[config.mk]
export PLATFORM = sky130hd
export DESIGN_NAME = rtc_counter
export DESIGN_NICKNAME = d
export VERILOG_FILES = /design/src/rtl/rtc_counter.sv
export SDC_FILE = /design/constraint.sdc
export NUM_CORES = 1
export LEC_CHECK = 0
export ABC_CLOCK_PERIOD_IN_PS = 2200
export CORE_ASPECT_RATIO = 0.7
export CORE_MARGIN = 4
export CORE_UTILIZATION = 30
export DETAILED_ROUTE_END_ITERATION = 7
export GPL_ROUTABILITY_DRIVEN = 1
export GPL_TIMING_DRIVEN = 0
export HOLD_SLACK_MARGIN = 0.02
export SLEW_MARGIN = 5
export SYNTH_ARGS = -nofsm -noshare
export SYNTH_HDL_FRONTEND = slang
export SYNTH_SLANG_ARGS = --single-unit
[constraint.sdc]
create_clock -name clk -period 2.2 [get_ports clk]
set_input_delay 0.44 -clock clk [delete_from_list [all_inputs] [get_ports clk]]
set_output_delay 0.44 -clock clk [all_outputs]
set_load 0.02 [all_outputs]
[src/rtl/rtc_counter.sv]
// Real-time clock: divides clk down to a 1 Hz tick and keeps 24h hour:minute:second
// with load, alarm and day-rollover pulses plus a 12h display view.
module rtc_counter #(
  parameter int unsigned CLK_HZ   = 50000000,
  parameter int unsigned RST_HOUR = 0,
  parameter int unsigned RST_MIN  = 0
) (
  input  logic       clk,
  input  logic       rst_n,
  input  logic       run,
  input  logic       load,
  input  logic [5:0] load_hour,
  input  logic [5:0] load_min,
  input  logic [5:0] load_sec,
  input  logic [5:0] alarm_hour,
  input  logic [5:0] alarm_min,
  input  logic       alarm_en,
  output logic [5:0] hour,
  output logic [5:0] minute,
  output logic [5:0] second,
  output logic [3:0] hour12,
  output logic       pm,
  output logic       sec_tick,
  output logic       day_tick,
  output logic       alarm_hit,
  output logic       load_err
);

  localparam int unsigned TW = 6;
  localparam int unsigned PW = (CLK_HZ > 1) ? $clog2(CLK_HZ) : 1;
  localparam logic [PW-1:0] PRESC_MAX = PW'(CLK_HZ - 1);
  // Out-of-range reset parameters fall back to zero so the time is always legal
  localparam logic [TW-1:0] RST_H = TW'((RST_HOUR > 23) ? 0 : RST_HOUR);
  localparam logic [TW-1:0] RST_M = TW'((RST_MIN  > 59) ? 0 : RST_MIN);

  logic [PW-1:0] presc_q;

  logic          wrap_c;
  logic          load_ok_c;
  logic          sec_carry_c;
  logic          min_carry_c;
  logic          day_c;
  logic          alarm_match_c;
  logic [TW-1:0] sec_nxt_c;
  logic [TW-1:0] min_nxt_c;
  logic [TW-1:0] hour_nxt_c;

  assign wrap_c    = run && (presc_q == PRESC_MAX);
  assign load_ok_c = (load_hour <= TW'(23)) && (load_min <= TW'(59)) &&
                     (load_sec <= TW'(59));

  // Time after one second elapses; only committed on an unloaded wrap
  always_comb begin
    sec_carry_c = (second == TW'(59));
    min_carry_c = sec_carry_c && (minute == TW'(59));
    day_c       = min_carry_c && (hour == TW'(23));
    sec_nxt_c   = sec_carry_c ? '0 : second + TW'(1);
    min_nxt_c   = minute;
    hour_nxt_c  = hour;
    if (sec_carry_c) begin
      min_nxt_c = (minute == TW'(59)) ? '0 : minute + TW'(1);
    end
    if (min_carry_c) begin
      hour_nxt_c = (hour == TW'(23)) ? '0 : hour + TW'(1);
    end
  end

  // Alarm compares against the post-tick time, so loads can never trigger it
  assign alarm_match_c = alarm_en &&
                         (alarm_hour <= TW'(23)) && (alarm_min <= TW'(59)) &&
                         (hour_nxt_c == alarm_hour) && (min_nxt_c == alarm_min) &&
                         (sec_nxt_c == '0);

  always_ff @(posedge clk or negedge rst_n) begin
    if (!rst_n) begin
      presc_q   <= '0;
      second    <= '0;
      minute    <= RST_M;
      hour      <= RST_H;
      sec_tick  <= 1'b0;
      day_tick  <= 1'b0;
      alarm_hit <= 1'b0;
      load_err  <= 1'b0;
    end else begin
      sec_tick  <= 1'b0;
      day_tick  <= 1'b0;
      alarm_hit <= 1'b0;
      load_err  <= 1'b0;
      if (load) begin
        // Any load suppresses the tick; an invalid one also freezes the prescaler
        if (load_ok_c) begin
          hour    <= load_hour;
          minute  <= load_min;
          second  <= load_sec;
          presc_q <= '0;
        end else begin
          load_err <= 1'b1;
        end
      end else if (run) begin
        if (wrap_c) begin
          presc_q   <= '0;
          second    <= sec_nxt_c;
          minute    <= min_nxt_c;
          hour      <= hour_nxt_c;
          sec_tick  <= 1'b1;
          day_tick  <= day_c;
          alarm_hit <= alarm_match_c;
        end else begin
          presc_q <= presc_q + PW'(1);
        end
      end
    end
  end

  // 12h display view of the registered hour
  always_comb begin
    pm = (hour >= TW'(12));
    if (hour == '0) begin
      hour12 = 4'd12;
    end else if (hour <= TW'(12)) begin
      hour12 = hour[3:0];
    end else begin
      hour12 = 4'(hour - TW'(12));
    end
  end

endmodule

==> run summary <==
status -> complete, but fails checks
failing checks -> negative setup slack
Syn Area/Cell -> 8.067 um^2
reg2reg path depth -> 8
Post-synth EDFFs -> 0
vias in the first global route -> 3,721
I/O Pins -> 62
setup ws final -> -0.1206 ns
Leakage Power -> 2.031 nW
nets -> 582
DRT Wirelength -> 13.31 mm
Setup TNS -> -0.1715 ns
sequential area share after synthesis -> 0.3316
cell row count -> 33
DIE AREA -> 13,920 um^2
RSZ-0062 raised after global routing -> true
post-synthesis cell type count -> 63
cell area after layout -> 4981 um^2
class of the most critical setup path -> reg2reg
filler instances -> 1,165
ys async rst share -> 1.000
Post-Syn Area -> 3622 um^2
Cells after DPL -> 668
Pins Over Slew Limit -> 0
Worst Tran Pin Value -> 0.6431 ns
CTS Hold Bufs -> 0
area grow syn2layout -> 37.51%
CTS tree -> built
Critical R2R Capture -> alarm_hit
HP Class -> in2async
post-detail-place hpwl -> 9.679 mm
Max Buffers Root-to-Sink -> 2
share of cells above drive strength 1 -> 0.1948
ys flop type -> dfrtp_1
Vias/cell -> 5.876
largest net degree at the start of global routing -> 32
starting density of the core -> 0.3078
XOR/XNOR Fraction of Synth Area -> 0.01934
Storage cell area -> 1214 um^2
footprint of the multi-input gates -> 2427 um^2
Final period util -> 1.055
most frequent cells in the layout -> clkdlybuf4s50_1, nand2_1, o21ai_0, dfrtp_1, nor2_1
MaxCap Viol Count -> 0
area share of fa/ha/maj cells after synthesis -> 0.03109
mux share of post-synthesis cell area -> 0.02245
data arrival time of the worst path -> 2.56 ns
leading cell type in the layout, fill and taps excluded -> clkdlybuf4s50_1
global route overflow -> 0
Yosys warnings -> 0
GRT Resource Usage Total -> 0.1838
chip height -> 99.94 um
WHS -> 0.08368 ns
initial antenna violation count -> 0
Avg WL per Cell -> 19.13 um
DRT Pass-1 Iters -> 5
initial DRC count -> 520
Placer Congestion -> 0.9461
Final Critical Period -> 2.321 ns
Detail Route Antenna Nets -> 0
startpoint class of the critical path -> flip-flop
register-to-register setup slack -> -0.12 ns
Final setup viols -> 2
synthesis-stage register bit count -> 48
count of input and output buffers -> 61
Compound-Gate Fraction of Synth Area -> 0.2594
post-synthesis cell count -> 449
total CTS buffers -> 5
Finished Layout Cells -> 696
first-pass GRT wire length -> 20.62 mm
Vias -> 4,090
core area -> 11,770 um^2
htree depth -> 2
# clock sinks -> 48
clk_skew -> 0.009014 ns
PD cells -> 645.1 nW/um^2
CP Capture Type -> flip-flop
main combinational cell family by area after synthesis -> simple AND/OR/NAND/NOR gates
CTS clk-pin slew, worst paths -> 0.07 ns
dpl cell area -> 4473 um^2
f_max -> 430.9 MHz
final hold vios -> 0
drt drc -> 0
reg2reg start -> hour[2]
worst vdd ir -> 0.0003492 V
simple-gate share of the synthesized area -> 0.2908
critical path data required time -> 2.44 ns
post-layout power -> 3.213 mW
clk_lat worst skew -> 0.30 ns
Die X-Extent -> 139.3 um
CP Max Fanout -> 6
ANT cells -> 0
Slew HR -> 0.5679
Syn Nets -> 493
clock root buffer -> clkbuf_16
-- state kept, by name (all words and copies together) (netlist names) --
name	cells
alarm_hit	1
day_tick	1
hour	6
load_err	1
minute	6
presc_q	26
sec_tick	1
second	6
-- worst max-delay path, cell delays in order, from the launching register on --
cell       delay [ns]
dfrtp_2          0.45
buf_6            0.14
ha_4             0.15
and4b_2          0.27
nor4_4           0.30
xor2_1           0.13
a222oi_1         0.38
o2111ai_1        0.18
and4b_1          0.26
-- cell usage after synthesis (9+ instances only) --
cell | n | area [um^2]
dfrtp_1 | 48 | 1201
nor2_1 | 39 | 146.4
and3_1 | 9 | 56.30
ha_1 | 9 | 112.6
inv_1 | 11 | 41.29
buf_2 | 11 | 55.05
clkbuf_1 | 14 | 52.55
o31ai_1 | 15 | 112.6
nand4_1 | 13 | 81.33
nand3_1 | 25 | 125.1
a31oi_1 | 9 | 56.30
a21o_1 | 9 | 67.56
o21ai_0 | 49 | 245.2
a21oi_1 | 22 | 110.1
nand2_1 | 49 | 183.9
-- power breakdown --
group	switching (mW)	leakage (nW)	internal (mW)	total (mW)
clock network	0.369	0.0772	0.456	0.825
registers	0.118	0.612	0.968	1.09
logic	0.740	1.34	0.562	1.30
-- how the worst max path moves through the flow --
stage / start / endpoint
CTS: hour[2] / alarm_hit
global route: hour[2] / alarm_hit
finish: hour[2] / alarm_hit
global placement: rst_n / hour[3]
floorplan: second[0] / alarm_hit
detailed placement: load / presc_q[10]
-- per-layer routing --
metal	GRT usage	wire, um	vias up
met5	0	0	-
met4	0.03684	205	0
met3	0.05190	1424	23
met2	0.2532	5351	234
met1	0.2833	6331	1952
li1	-	-	1881
-- area by class of cell --
class / count / share of cell area
tap: 157 / 0.03944
buffer: 24 / 0.03165
timing repair buffer: 85 / 0.1590
clock inverter: 2 / 0.002763
inverter: 11 / 0.008289
sequential: 48 / 0.2437
multi-input combinational: 363 / 0.4873
clock buffer: 6 / 0.02788
-- logic make-up after synthesis --
group                    count (synthesis)
flip-flops                              48
buffers and inverters                   38
multiplexers                             8
XOR/XNOR                                 8
adder cells (fa/ha/maj)                  9
AND/OR/NAND/NOR                        191
AO/OA/AOI/OAI                          147
-- what timing repair did --
| item | CTS | global route |
|---|---|---|
| pin swaps | 10 | 14 |
| resized for setup | 43 | 48 |
| buffers inserted | 16 | 7 |
| endpoints found under the setup margin | 49 | 48 |
-- stage by stage --
| step | setup slack (ns) | util |
|---|---|---|
| after detailed placement | -0.7372 | 0.3801 |
| after global placement | -1.098 | 0.3788 |
| final | -0.1206 | 0.4233 |
| after global routing | -0.2062 | 0.4233 |
| after floorplan | 0.01049 | - |
| after CTS | -0.09886 | 0.4093 |
(Power assumes the default switching activity.)
